--- src/rtl/picosoc_iouart.sv ---
// picosoc_iouart: buffered 8N1 UART on the PicoSoC iomem bus; define PICOSOC_IOUART_RXFIFO_EN for an RX FIFO instead of a holding register
module picosoc_iouart #(
    parameter logic [31:0] BASE_ADDR   = 32'h0300_0000,
    parameter logic [31:0] DEFAULT_DIV = 32'd104,
    parameter int          FIFO_DEPTH  = 8
) (
    input  logic        clk,
    input  logic        reset,
    input  logic        iomem_valid,
    output logic        iomem_ready,
    input  logic [3:0]  iomem_wstrb,
    input  logic [31:0] iomem_addr,
    input  logic [31:0] iomem_wdata,
    output logic [31:0] iomem_rdata,
    output logic        ser_tx,
    input  logic        ser_rx,
    output logic        irq
);
    localparam int AW = $clog2(FIFO_DEPTH);
    localparam logic [AW:0] FULL = (AW+1)'(FIFO_DEPTH);

    typedef enum logic [1:0] {IDLE, START, DATA, STOP} uart_state_t;

    function automatic logic [31:0] clamp_div(input logic [31:0] d);
        return d < 32'd2 ? 32'd2 : d;
    endfunction

    logic        sel, acc, wr, rd, dat_wr, st_wr, ie_wr;
    logic [1:0]  off, irqen;
    logic [31:0] div;
    logic        txovf, rxovf, ferr;
    logic [7:0]  tx_mem [FIFO_DEPTH];
    logic [AW-1:0] tx_wp, tx_rp;
    logic [AW:0] tx_cnt;
    logic        tx_full, tx_empty, tx_acc, tx_pop, tx_busy, tx_tick;
    uart_state_t tx_state, tx_next;
    logic [31:0] tx_div, tx_tcnt;
    logic [2:0]  tx_bit;
    logic [7:0]  tx_sh;
    uart_state_t rx_state, rx_next;
    logic        rx_s1, rx_s2, rx_s3, rx_tick, rx_push, ferr_set;
    logic [31:0] rx_div, rx_tcnt;
    logic [2:0]  rx_bit;
    logic [7:0]  rx_sh, rx_head;
    logic        rx_valid, rx_pop, rx_ok;
    logic        unused;

    assign unused = &{1'b0, iomem_addr[1:0]};
    assign sel    = iomem_addr[31:4] == BASE_ADDR[31:4];
    assign acc    = iomem_ready && iomem_valid && sel;
    assign off    = iomem_addr[3:2];
    assign wr     = acc && |iomem_wstrb;
    assign rd     = acc && iomem_wstrb == 4'h0;
    assign dat_wr = wr && off == 2'd0 && iomem_wstrb[0];
    assign st_wr  = wr && off == 2'd2 && iomem_wstrb[0];
    assign ie_wr  = wr && off == 2'd3 && iomem_wstrb[0];

    // Bus handshake: one-cycle ready pulse, one cycle after a selected request
    always_ff @(posedge clk) begin
        iomem_ready <= reset ? 1'b0 : sel && iomem_valid && !iomem_ready;
    end

    // Control registers and sticky status bits (a set wins over a same-cycle clear)
    always_ff @(posedge clk) begin
        if (reset) begin
            div   <= DEFAULT_DIV;
            irqen <= 2'b00;
            txovf <= 1'b0;
            rxovf <= 1'b0;
            ferr  <= 1'b0;
        end else begin
            for (int i = 0; i < 4; i++)
                if (wr && off == 2'd1 && iomem_wstrb[i]) div[8*i +: 8] <= iomem_wdata[8*i +: 8];
            if (ie_wr) irqen <= iomem_wdata[1:0];
            txovf <= (dat_wr && !tx_acc) || (txovf && !(st_wr && iomem_wdata[6]));
            rxovf <= (rx_push && !rx_ok) || (rxovf && !(st_wr && iomem_wdata[3]));
            ferr  <= ferr_set || (ferr && !(st_wr && iomem_wdata[5]));
        end
    end

    // Read mux, driven only during the ready cycle
    always_comb begin
        iomem_rdata = !iomem_ready ? 32'h0 :
                      off == 2'd0 ? (rx_valid ? {24'h0, rx_head} : 32'hFFFF_FFFF) :
                      off == 2'd1 ? div :
                      off == 2'd2 ? {25'h0, txovf, ferr, tx_busy, rxovf, rx_valid, tx_empty, tx_full} :
                                    {30'h0, irqen};
    end

    // Registered level interrupt
    always_ff @(posedge clk) begin
        irq <= reset ? 1'b0 : (irqen[0] && rx_valid) || (irqen[1] && tx_empty && !tx_busy);
    end

    assign tx_full  = tx_cnt == FULL;
    assign tx_empty = tx_cnt == '0;
    assign tx_acc   = dat_wr && (!tx_full || tx_pop);
    assign tx_busy  = tx_state != IDLE;
    assign tx_tick  = tx_tcnt == tx_div - 32'd1;
    assign ser_tx   = tx_state == START ? 1'b0 : tx_state == DATA ? tx_sh[0] : 1'b1;

    // TX FIFO storage
    always_ff @(posedge clk) begin
        if (tx_acc) tx_mem[tx_wp] <= iomem_wdata[7:0];
    end

    // TX FIFO pointers and occupancy
    always_ff @(posedge clk) begin
        if (reset) begin
            tx_wp  <= '0;
            tx_rp  <= '0;
            tx_cnt <= '0;
        end else begin
            if (tx_acc) tx_wp <= tx_wp + 1'b1;
            if (tx_pop) tx_rp <= tx_rp + 1'b1;
            tx_cnt <= tx_cnt + {{AW{1'b0}}, tx_acc} - {{AW{1'b0}}, tx_pop};
        end
    end

    // TX state register
    always_ff @(posedge clk) begin
        tx_state <= reset ? IDLE : tx_next;
    end

    // TX next state; the stop bit chains straight into the next start bit when data is waiting
    always_comb begin
        tx_next = tx_state;
        tx_pop  = 1'b0;
        if (tx_state == IDLE) begin
            tx_pop  = !tx_empty;
            tx_next = tx_empty ? IDLE : START;
        end else if (tx_tick) begin
            if (tx_state == START) tx_next = DATA;
            else if (tx_state == DATA) tx_next = tx_bit == 3'd7 ? STOP : DATA;
            else begin
                tx_pop  = !tx_empty;
                tx_next = tx_empty ? IDLE : START;
            end
        end
    end

    // TX bit timer and shifter; divider is captured per byte at the pop
    always_ff @(posedge clk) begin
        if (reset) begin
            tx_div  <= 32'd2;
            tx_tcnt <= '0;
            tx_bit  <= '0;
            tx_sh   <= '0;
        end else if (tx_pop) begin
            tx_div  <= clamp_div(div);
            tx_tcnt <= '0;
            tx_bit  <= '0;
            tx_sh   <= tx_mem[tx_rp];
        end else if (tx_busy) begin
            tx_tcnt <= tx_tick ? '0 : tx_tcnt + 32'd1;
            if (tx_tick && tx_state == DATA) begin
                tx_sh  <= tx_sh >> 1;
                tx_bit <= tx_bit + 3'd1;
            end
        end
    end

    assign rx_tick = rx_tcnt == (rx_state == START ? (rx_div >> 1) - 32'd1 : rx_div - 32'd1);

    // RX state register
    always_ff @(posedge clk) begin
        rx_state <= reset ? IDLE : rx_next;
    end

    // RX next state; start is re-checked mid-bit to reject glitches
    always_comb begin
        rx_next  = rx_state;
        rx_push  = 1'b0;
        ferr_set = 1'b0;
        if (rx_state == IDLE) rx_next = !rx_s2 && rx_s3 ? START : IDLE;
        else if (rx_tick) begin
            if (rx_state == START) rx_next = rx_s2 ? IDLE : DATA;
            else if (rx_state == DATA) rx_next = rx_bit == 3'd7 ? STOP : DATA;
            else begin
                rx_next  = IDLE;
                rx_push  = rx_s2;
                ferr_set = !rx_s2;
            end
        end
    end

    // RX synchroniser, bit timer and shifter; divider tracks DIV only while idle
    always_ff @(posedge clk) begin
        if (reset) begin
            {rx_s1, rx_s2, rx_s3} <= 3'b111;
            rx_div  <= 32'd2;
            rx_tcnt <= '0;
            rx_bit  <= '0;
            rx_sh   <= '0;
        end else begin
            {rx_s1, rx_s2, rx_s3} <= {ser_rx, rx_s1, rx_s2};
            if (rx_state == IDLE) begin
                rx_div  <= clamp_div(div);
                rx_tcnt <= '0;
                rx_bit  <= '0;
            end else begin
                rx_tcnt <= rx_tick ? '0 : rx_tcnt + 32'd1;
                if (rx_tick && rx_state == DATA) begin
                    rx_sh  <= {rx_s2, rx_sh[7:1]};
                    rx_bit <= rx_bit + 3'd1;
                end
            end
        end
    end

`ifdef PICOSOC_IOUART_RXFIFO_EN
    logic [7:0]    rx_mem [FIFO_DEPTH];
    logic [AW-1:0] rx_wp, rx_rp;
    logic [AW:0]   rx_cnt;

    assign rx_valid = rx_cnt != '0;
    assign rx_head  = rx_mem[rx_rp];
    assign rx_pop   = rd && off == 2'd0 && rx_valid;
    assign rx_ok    = rx_push && (rx_cnt != FULL || rx_pop);

    // RX FIFO storage
    always_ff @(posedge clk) begin
        if (rx_ok) rx_mem[rx_wp] <= rx_sh;
    end

    // RX FIFO pointers and occupancy
    always_ff @(posedge clk) begin
        if (reset) begin
            rx_wp  <= '0;
            rx_rp  <= '0;
            rx_cnt <= '0;
        end else begin
            if (rx_ok) rx_wp <= rx_wp + 1'b1;
            if (rx_pop) rx_rp <= rx_rp + 1'b1;
            rx_cnt <= rx_cnt + {{AW{1'b0}}, rx_ok} - {{AW{1'b0}}, rx_pop};
        end
    end
`else
    assign rx_pop = rd && off == 2'd0 && rx_valid;
    assign rx_ok  = rx_push && (!rx_valid || rx_pop);

    // RX holding register; a byte landing on a same-cycle read replaces the old one
    always_ff @(posedge clk) begin
        if (reset) begin
            rx_valid <= 1'b0;
            rx_head  <= '0;
        end else if (rx_ok) begin
            rx_valid <= 1'b1;
            rx_head  <= rx_sh;
        end else if (rx_pop) rx_valid <= 1'b0;
    end
`endif
endmodule

--- config.mk ---
export PLATFORM = sky130hd
export DESIGN_NAME = picosoc_iouart
export DESIGN_NICKNAME = d
export VERILOG_FILES = /design/src/rtl/picosoc_iouart.sv
export SDC_FILE = /design/constraint.sdc
export NUM_CORES = 1
export LEC_CHECK = 0
export ABC_AREA = 0
export CELL_PAD_IN_SITES_DETAIL_PLACEMENT = 1
export CELL_PAD_IN_SITES_GLOBAL_PLACEMENT = 1
export CORE_MARGIN = 10
export CORE_UTILIZATION = 45
export DETAILED_ROUTE_END_ITERATION = 12
export HOLD_SLACK_MARGIN = 0.03
export PLACE_DENSITY = 0.82
export SLEW_MARGIN = 5
export SYNTH_ARGS = -nofsm -noshare
export SYNTH_HDL_FRONTEND = slang
export SYNTH_SLANG_ARGS = --single-unit
--- constraint.sdc ---
create_clock -name clk -period 7.44 [get_ports clk]
set_clock_uncertainty 0.05 [all_clocks]
set_input_delay 2.232 -clock clk [delete_from_list [all_inputs] [get_ports clk]]
set_output_delay 2.232 -clock clk [all_outputs]
set_load 0.02 [all_outputs]
# Word level (Yosys, flattened, before mapping)
# Memory sizes are Yosys's and may differ from the RTL's. A register that Yosys moved wholly into a read port is not among the register bits.
# Index checks and enable logic that the tools add are counted.
# Widths: inputs -> output; s select.
[word_totals]
regBits = 215
mem_bits_rw = 64
inputBits = 72
output_inout_bits = 35
elab_cells = 169
n_memories = 1
[memory_table]
columns = ["memory", "words", "word_bits", "read_ports", "rd_clocked_by_memory_dff", "write_ports", "line", "text"]
rows = [
  ["tx_mem", 8, 8, 1, 1, 1, "32", "logic [7:0] tx_mem [FIFO_DEPTH];"],
]
[classes]
add_sub_neg = 11
n_lt_le_gt_ge = 1
n_eq_ne = 13
muxes = 44
n_bitwise = 1
reduce_logical = 70
[op_table]
columns = ["op", "n"]
rows = [
  ["$mux 32", 7],
  ["$add 32x1->32 const B", 2],
  ["$eq 32x32->1", 2],
  ["$sub 32x1->32 const B", 2],
  ["$logic_and 1x1->1", 35],
  ["$lt 32x2->1 const B", 1],
  ["$sub 31x1->32 const B", 1],
  ["$eq 28x22->1 const B", 1],
  ["$mux 8", 3],
  ["$mux 1", 22],
  ["$mux 2", 9],
  ["$add 3x1->3 const B", 4],
  ["$reduce_bool 2->1", 6],
  ["$logic_not 1->1", 11],
  ["$eq 2x2->1 const B", 4],
  ["$logic_not 4->1", 2],
  ["$mux 7", 1],
  ["$eq 2x1->1 const B", 3],
  ["$eq 3x3->1 const B", 2],
  ["$logic_not 2->1", 3],
  ["$logic_or 1x1->1", 6],
  ["$mux 3", 2],
  ["$reduce_and 2->1", 3],
  ["$add 4x1->4", 1],
  ["other kinds (6)", 7],
]

# Depth between registers and ports, before layout
# Gate-level depths: netlist of the first run.
[logic_depth]
ltp_word = 11
ltp_mapped = 18

# Least setup slack after synthesis of the first run
# Ideal clock, no wire load.
[synth_timing]
kind = "in2out"
startpoint = "input port iomem_addr[2]"
endpoint = "output port iomem_rdata[4]"
t_arrival_ns = 3.336
required_ns = 5.158
path_slack_ns = 1.822
stages = 5
path_buffers = 2
path_cell_list = "clkbuf_1 -> inv_1 -> clkbuf_1 -> o21ai_0 -> nor3_1"
[synth_between]
elab_chain_cells = 5
word_cells_on_any_way = 7
classes_between = "eq/ne: 2; mux: 4; reduce/logical: 1"
[synth_lines]
columns = ["element", "line", "text"]
rows = [
  ["start, declared", "12", "input logic [31:0] iomem_addr,"],
  ["$eq 2x2->1", "86", "off == 2'd2 ? {25'h0, txovf, ferr, tx_busy, rxovf, rx_valid, tx_empty, tx_full} :"],
  ["$mux 7", "86", ""],
  ["$mux 32", "85", "off == 2'd1 ? div :"],
  ["$mux 32 *", "84", "off == 2'd0 ? (rx_valid ? {24'h0, rx_head} : 32'hFFFF_FFFF) :"],
  ["$mux 32 *", "83", "iomem_rdata = !iomem_ready ? 32'h0 :"],
  ["end, declared", "14", "output logic [31:0] iomem_rdata,"],
]
# Every way passes the cells marked *; elsewhere a longest branch is shown, timed or not.

# Worst setup path in the final report of the first run
[layout_timing]
startpoint = "input port iomem_addr[2]"
endpoint = "output port iomem_rdata[8]"
[layout_between]
elab_chain_cells = 4
word_cells_on_any_way = 5
classes_between = "eq/ne: 1; mux: 3; reduce/logical: 1"
[layout_lines]
columns = ["element", "line"]
rows = [
  ["$eq 2x1->1", "85"],
  ["$mux 32", "85"],
  ["$mux 32 *", "84"],
  ["$mux 32 *", "83"],
]
# Marks and branches as above.

==> metrics, run 1 <==
Post-CTS Setup Bufs 0; yosys warns 0; share of the synthesized area in the top cell type 0.293; asr flop ratio synth 0; die area 40700 µm²; Die Y between 200 and 250 µm; Die Span X 202 µm; final slew viol count 0; r2r worst-path depth 9; Hold-fix buffers, CTS 0; RSZ-0062 raised after global routing no; Syn Std Cell Area 14900 µm²; leakage between 6 and 7 nW; post-synth top area cell dfxtp_1; Top delay family on crit path buffers and inverters; nets@finish ~1700; Max IR drop VDD 251 µV; WL final 45300 µm; Post-Synth XOR/XNOR Area 0.0901; stages on the worst setup path 4; simple-gate share of the synthesized area 0.214; startpoint types primary input; worst-margin pin slew 1.10 ns; pin count of the biggest net entering global routing 75; Vias/cell 5.84; IO Port Bufs ~100; Crit. End Element primary output; top post-synthesis cells by count 218 x dfxtp_1, 199 x nor2_1, 115 x mux2i_1, 95 x xnor2_1, 85 x nand2_1; Syn Area/Cell between 9 and 10 µm²; critical path endpoint iomem_rdata[8]; CTS sink cnt between 200 and 300; I/O pin count 107; reg2reg end tx_mem[4][5]; Cells after DPL 2035; Initial Utilization 0.456; slowest library cell on the worst path o21ai_2; sequential element share of the synthesized area 0.422; vias 12200; TritonCTS buffer count 31; Initial DRT Pass Iterations 5; Peak Freq approximately 140 MHz; status finished, final reports clean; syn nets about 1700; fin crit period 6.98 ns; core region area around 33000 µm²; CP max FO 24; CP required 5.16 ns; Post-Synth Adder-Cell Area 0.0165; hpwl dp 32800 µm; Avg WL per Cell 21.7 µm; internal reg-to-reg setup slack 2.08 ns; CP Buf/Inv Count 2; first-pass GRT wire length roughly 72000 µm; Max Cap Violations 0; routability cong. 0.875; Max Buffers Root-to-Sink 3; post-synthesis mux area share 0.111; ranking of synthesized cells by area dfxtp_1 29%, edfxtp_1 13%, mux2i_1 7.7%, xnor2_1 5.6%, nor2_1 5.0%; initial drt markers 873; Hold WC Path Type register to register; CTS tree yes; Mapped Cells between 1500 and 2000; main flop type after synthesis dfxtp_1; endpoints failing hold 0; Synth-to-Final Area Change 16.1%; number of core rows 66; Worst path max stage delay 0.96 ns; most used cell, CP clkdlybuf4s50_1; Max-slew headroom 0.254; Routed Antenna Nets 0; Compound-Gate Fraction of Synth Area 0.105; Setup CP Type primary input to primary output; Post-synth EDFFs 64; count leader, synth dfxtp_1; CTS clk-pin slew, worst paths 0.06 ns; antenna violations before repair 1; final setup fails 0; setup total negative slack 0 ns; Worst setup startpoint iomem_addr[2]; Post-Layout Cell Count 2092; largest family of logic cells by synthesized area simple AND/OR/NAND/NOR gates; Skew-Pair Late Insertion Delay 0.59 ns; Clock Tree Root clkbuf_16; H-tree levels 1; n_diodes 0; Worst Path Arrival about 4.7 ns; GRT overflow 0; Crit Reg-Reg Startpoint tx_div[7]; Final Cycle Share 0.938; fraction of final layout cells sized beyond drive strength 1 0.0824; vias in the first global route ~13000; Netlist cell types 85; # DRC 0; FF+latch count, synth 282; Power Density 249 nW/µm²; gr usage total 0.216; critical-path cell list clkdlybuf4s50_1 -> o21ai_2 -> a21oi_1 -> clkdlybuf4s50_1; Resized Gates After CTS 0
-- logic make-up (layout without fill, tap and decap cells) --
logic type,count (synthesis),count (layout)
adders and majority gates,19,19
AOI/OAI and AO/OA,216,216
muxes,143,143
DFF,282,282
xor gates and xnor gates,153,153
buffers and inverters,147,235
and+or+nand+nor,602,602
-- sequential cells by signal, indices dropped and copies added (netlist names), 3 cells and up, named ones only --
signal	cells
tx_cnt	4
rx_head	8
rx_tcnt	32
tx_bit	3
tx_mem	64
div	32
tx_wp	3
rx_sh	8
rx_div	32
tx_tcnt	32
tx_div	32
tx_sh	8
rx_bit	3
tx_rp	3
-- worst reg2reg max path: cells and delay by family, from the launching register on --
family	cells	cell delay (ns)
simple gates	5	3.02
flops	1	0.42
compound gates	3	1.26
buf+inv	1	0.31
-- metrics by stage --
step / instance area (µm²) / utilization / setup WS [ns] / power, W / hold WS [ns]
after global placement: 16200 / 0.497 / 0.604 / 0.00266 / 0.342
final: 17300 / 0.530 / 0.459 / 0.00430 / 0.390
after CTS: 17300 / 0.530 / 0.509 / 0.00433 / 0.392
after floorplan: 14900 / - / 1.82 / 0.00247 / 0.339
after detailed placement: 16200 / 0.497 / 0.515 / 0.00272 / 0.377
after global routing: 17300 / 0.530 / 0.302 / 0.00449 / 0.398
-- how the worst min path moves through the flow --
stage	from	to	slack (ns)	depth (start not counted)
floorplan	rx_s1	rx_s2	0.34	1
global placement	rx_s1	rx_s2	0.34	1
detailed placement	rx_s1	rx_s2	0.38	1
CTS	rx_s1	rx_s2	0.39	1
global route	rx_s1	rx_s2	0.40	1
finish	rx_s1	rx_s2	0.39	1
-- layout by cell type, fill, tap and decap left out, types with 9 or more instances in the layout --
| master | n |
|---|---|
| nor4_1 | 37 |
| clkdlybuf4s50_1 | 103 |
| ha_1 | 18 |
| buf_4 | 16 |
| nor2_1 | 198 |
| nor3_1 | 43 |
| dfxtp_1 | 218 |
| o21ai_0 | 15 |
| clkbuf_16 | 31 |
| and2_1 | 9 |
| nand3_1 | 40 |
| edfxtp_1 | 64 |
| a22o_1 | 30 |
| nor2b_1 | 9 |
| and4_1 | 9 |
| or2_2 | 10 |
| mux4_2 | 16 |
| mux2i_1 | 115 |
| xor2_1 | 58 |
| xnor2_1 | 95 |
| and3_1 | 21 |
| nand2b_1 | 34 |
| o311ai_0 | 9 |
| or3_1 | 17 |
| nand4_1 | 22 |
| a21oi_1 | 71 |
| inv_1 | 59 |
| nand2_1 | 85 |
| or4_1 | 14 |
| mux2_2 | 11 |
-- per-layer routing --
metal | global-route usage | up-vias | wire length [µm]
met2 | 0.377 | 272 | 22700
li1 | - | 5718 | -
met5 | 0 | - | 12
met3 | 0.0286 | 85 | 1650
met1 | 0.265 | 6142 | 19400
met4 | 0.0821 | 2 | 1550
-- where the power goes --
part | switching [W] | internal (W)
registers | 0.0000949 | 0.00163
logic | 0.000562 | 0.000417
clock network | 0.000649 | 0.000948
-- layout make-up --
cell class / instances / area [µm²]
fill: 3602 / 15300
tap: 442 / 553
clock inverter: 10 / 156
inverter: 59 / 221
sequential: 282 / 6290
timing repair buffer: 119 / 1150
clock buffer: 47 / 907
multi-input combinational: 1133 / 8010
No activity file was read; power rests on OpenSTA's default activity.
==> run 2: changes to the inputs <==
- CTS_BUF_LIST: unset -> sky130_fd_sc_hd__clkbuf_16
==> run 2 against run 1 <==
Net effect:
- combinational power grew 0.4%
- cell count unchanged
- flip-flop and latch count unchanged
- sequential power barely moved
- largest cell class unchanged
- clock power fell by 6%
- register-to-register slack about the same
- count of clock-buffer cells in the layout fell by 16
- critical path type unchanged
- final area decreased by 0.41%
==> metrics, run 2 (synthesis gave the netlist of run 1 again) <==
I/O pin count 107 (unchanged); most used cell, CP clkdlybuf4s50_1; vias in the first global route 12900 (-0.25%); nets@finish 1717 (unchanged); DRT met1 WL 19400 µm (-0.21%); CP required 5.16 ns (about the same); slowest library cell on the worst path o21ai_2; Top reg by flops tx_mem; DR WL met3 1750 µm (+6.1%); CTS tree yes; routability cong. 0.875 (unchanged); Max Used Layer met5; FILL cells 3618 (+0.44%); IO Port Bufs 104 (unchanged); WL final 45400 µm (+0.21%); leakage 6.46 nW (about the same); Top delay family on crit path buffers and inverters; Peak Freq 143 MHz (-0.14%); GRT overflow 0 (unchanged); Vias/cell 5.86 (+0.34%); die area 40700 µm² (unchanged); Max IR drop VDD 302 µV (+20%); Power Density 245 nW/µm² (-1.5%); Skew-Pair Late Insertion Delay 0.59 ns (about the same); commonest non-fill, non-tap cell in the layout dfxtp_1; TritonCTS buffer count 31 (unchanged); number of core rows 66 (unchanged); RSZ-0062 raised after global routing no; CTS clk-pin slew, worst paths 0.06 ns (about the same); Worst path max stage delay 0.94 ns (-0.02 ns); endpoints failing hold 0 (unchanged); Die Span X 202 µm (unchanged); n_diodes 0 (unchanged); Worst setup startpoint iomem_addr[2]; Cells on Worst Hold Path 1 (unchanged); Avg WL per Cell 21.7 µm (+0.21%); WHS 0.387 ns (-0.00251 ns); worst-margin pin slew 1.11 ns (+0.00215 ns); CP Buf/Inv Count 2 (unchanged); met2 routed WL 22800 µm (+0.40%); antenna violations before repair 1 (unchanged); gr usage total 0.215 (-0.000288); pin count of the biggest net entering global routing 75 (unchanged); Die Y 202 µm (unchanged); final slew viol count 0 (unchanged); Resized Gates After CTS 0 (unchanged); Worst Path Arrival 4.71 ns (about the same); fraction of final layout cells sized beyond drive strength 1 0.0782 (-0.00424); startpoint types primary input; Initial DRT Pass Iterations 5 (unchanged); most frequent cells in the layout 218 x dfxtp_1, 198 x nor2_1, 115 x mux2i_1; max reg flops 64 (unchanged); Final Cycle Share 0.940 (+0.00134); Hold WC Path Type register to register; Routed Antenna Nets 0 (unchanged); H-tree levels 1 (unchanged); final setup fails 0 (unchanged); fin crit period 6.99 ns (+0.0100 ns); initial drt markers 871 (-0.23%); Setup CP Type primary input to primary output; stages on the worst setup path 4 (unchanged); Hold Path Origin rx_s1; critical-path cell list clkdlybuf4s50_1 -> o21ai_2 -> a21oi_1 -> clkdlybuf4s50_1; Crit Reg-Reg Startpoint tx_div[7]; vias 12300 (+0.34%); Max Buffers Root-to-Sink 3 (unchanged); core region area 32600 µm² (unchanged); internal reg-to-reg setup slack 2.07 ns (about the same); setup total negative slack 0 ns (unchanged); critical path endpoint iomem_rdata[8]; CP max FO 24 (unchanged); first-pass GRT wire length 71800 µm (-0.14%); Hold-fix buffers, CTS 0 (unchanged); Max-slew headroom 0.253 (-0.00145); Post-CTS Setup Bufs 0 (unchanged); Synth-to-Final Area Change 15.7%; status finished, final reports clean; # DRC 0 (unchanged); CTS sink cnt 282 (unchanged); Max Cap Violations 0 (unchanged); Clock Tree Root clkbuf_16; Crit. End Element primary output; r2r worst-path depth 9 (unchanged); reg2reg end tx_mem[4][5]; hpwl dp 32800 µm (unchanged); Initial Utilization 0.456 (unchanged)
-- run 2: cell count changes in the layout (fill, tap and decap cells not counted) --
| cell | delta |
|---|---|
| clkbuf_1 | -8 |
| clkbuf_2 | -1 |
| clkbuf_8 | -7 |
| clkinv_1 | +6 |
| inv_1 | +9 |
| inv_2 | +1 |
-- run 2: layout make-up --
cell class                 instances  area (µm²)  share of cell area
multi-input combinational       1133        8010               0.465
sequential                       282        6290               0.365
timing repair buffer             119        1150              0.0669
clock buffer                      31         776              0.0451
tap                              442         553              0.0321
inverter                          59         221              0.0129
clock inverter                    26         216              0.0126
-- run 2: routing by layer --
metal,vias up,global-route usage
li1,5720,-
met1,6158,0.264
met2,283,0.378
met3,97,0.0294
met4,2,0.0776
met5,-,0
-- run 2: power by group --
part	internal (W)	switching (W)	total [W]
sequential	0.00163	0.0000960	0.00173
clock	0.000862	0.000645	0.00151
combinational	0.000418	0.000565	0.000983
-- run 2: worst min path at each step --
stage               slack [ns]    end
detailed placement        0.38  rx_s2
finish                    0.39  rx_s2
global route              0.40  rx_s2
floorplan                 0.34  rx_s2
CTS                       0.39  rx_s2
global placement          0.34  rx_s2
-- run 2: metrics by stage --
step	cell area [µm²]	total power, W	worst slack, ns	util	std cells
after CTS	17200	0.00424	0.509	0.528	2092
after global routing	17200	0.00440	0.305	0.528	2092
final	17200	0.00422	0.449	0.528	2092
after detailed placement	16200	0.00272	0.515	0.497	2035
after floorplan	14900	0.00247	1.82	-	1562
after global placement	16200	0.00266	0.604	0.497	2035
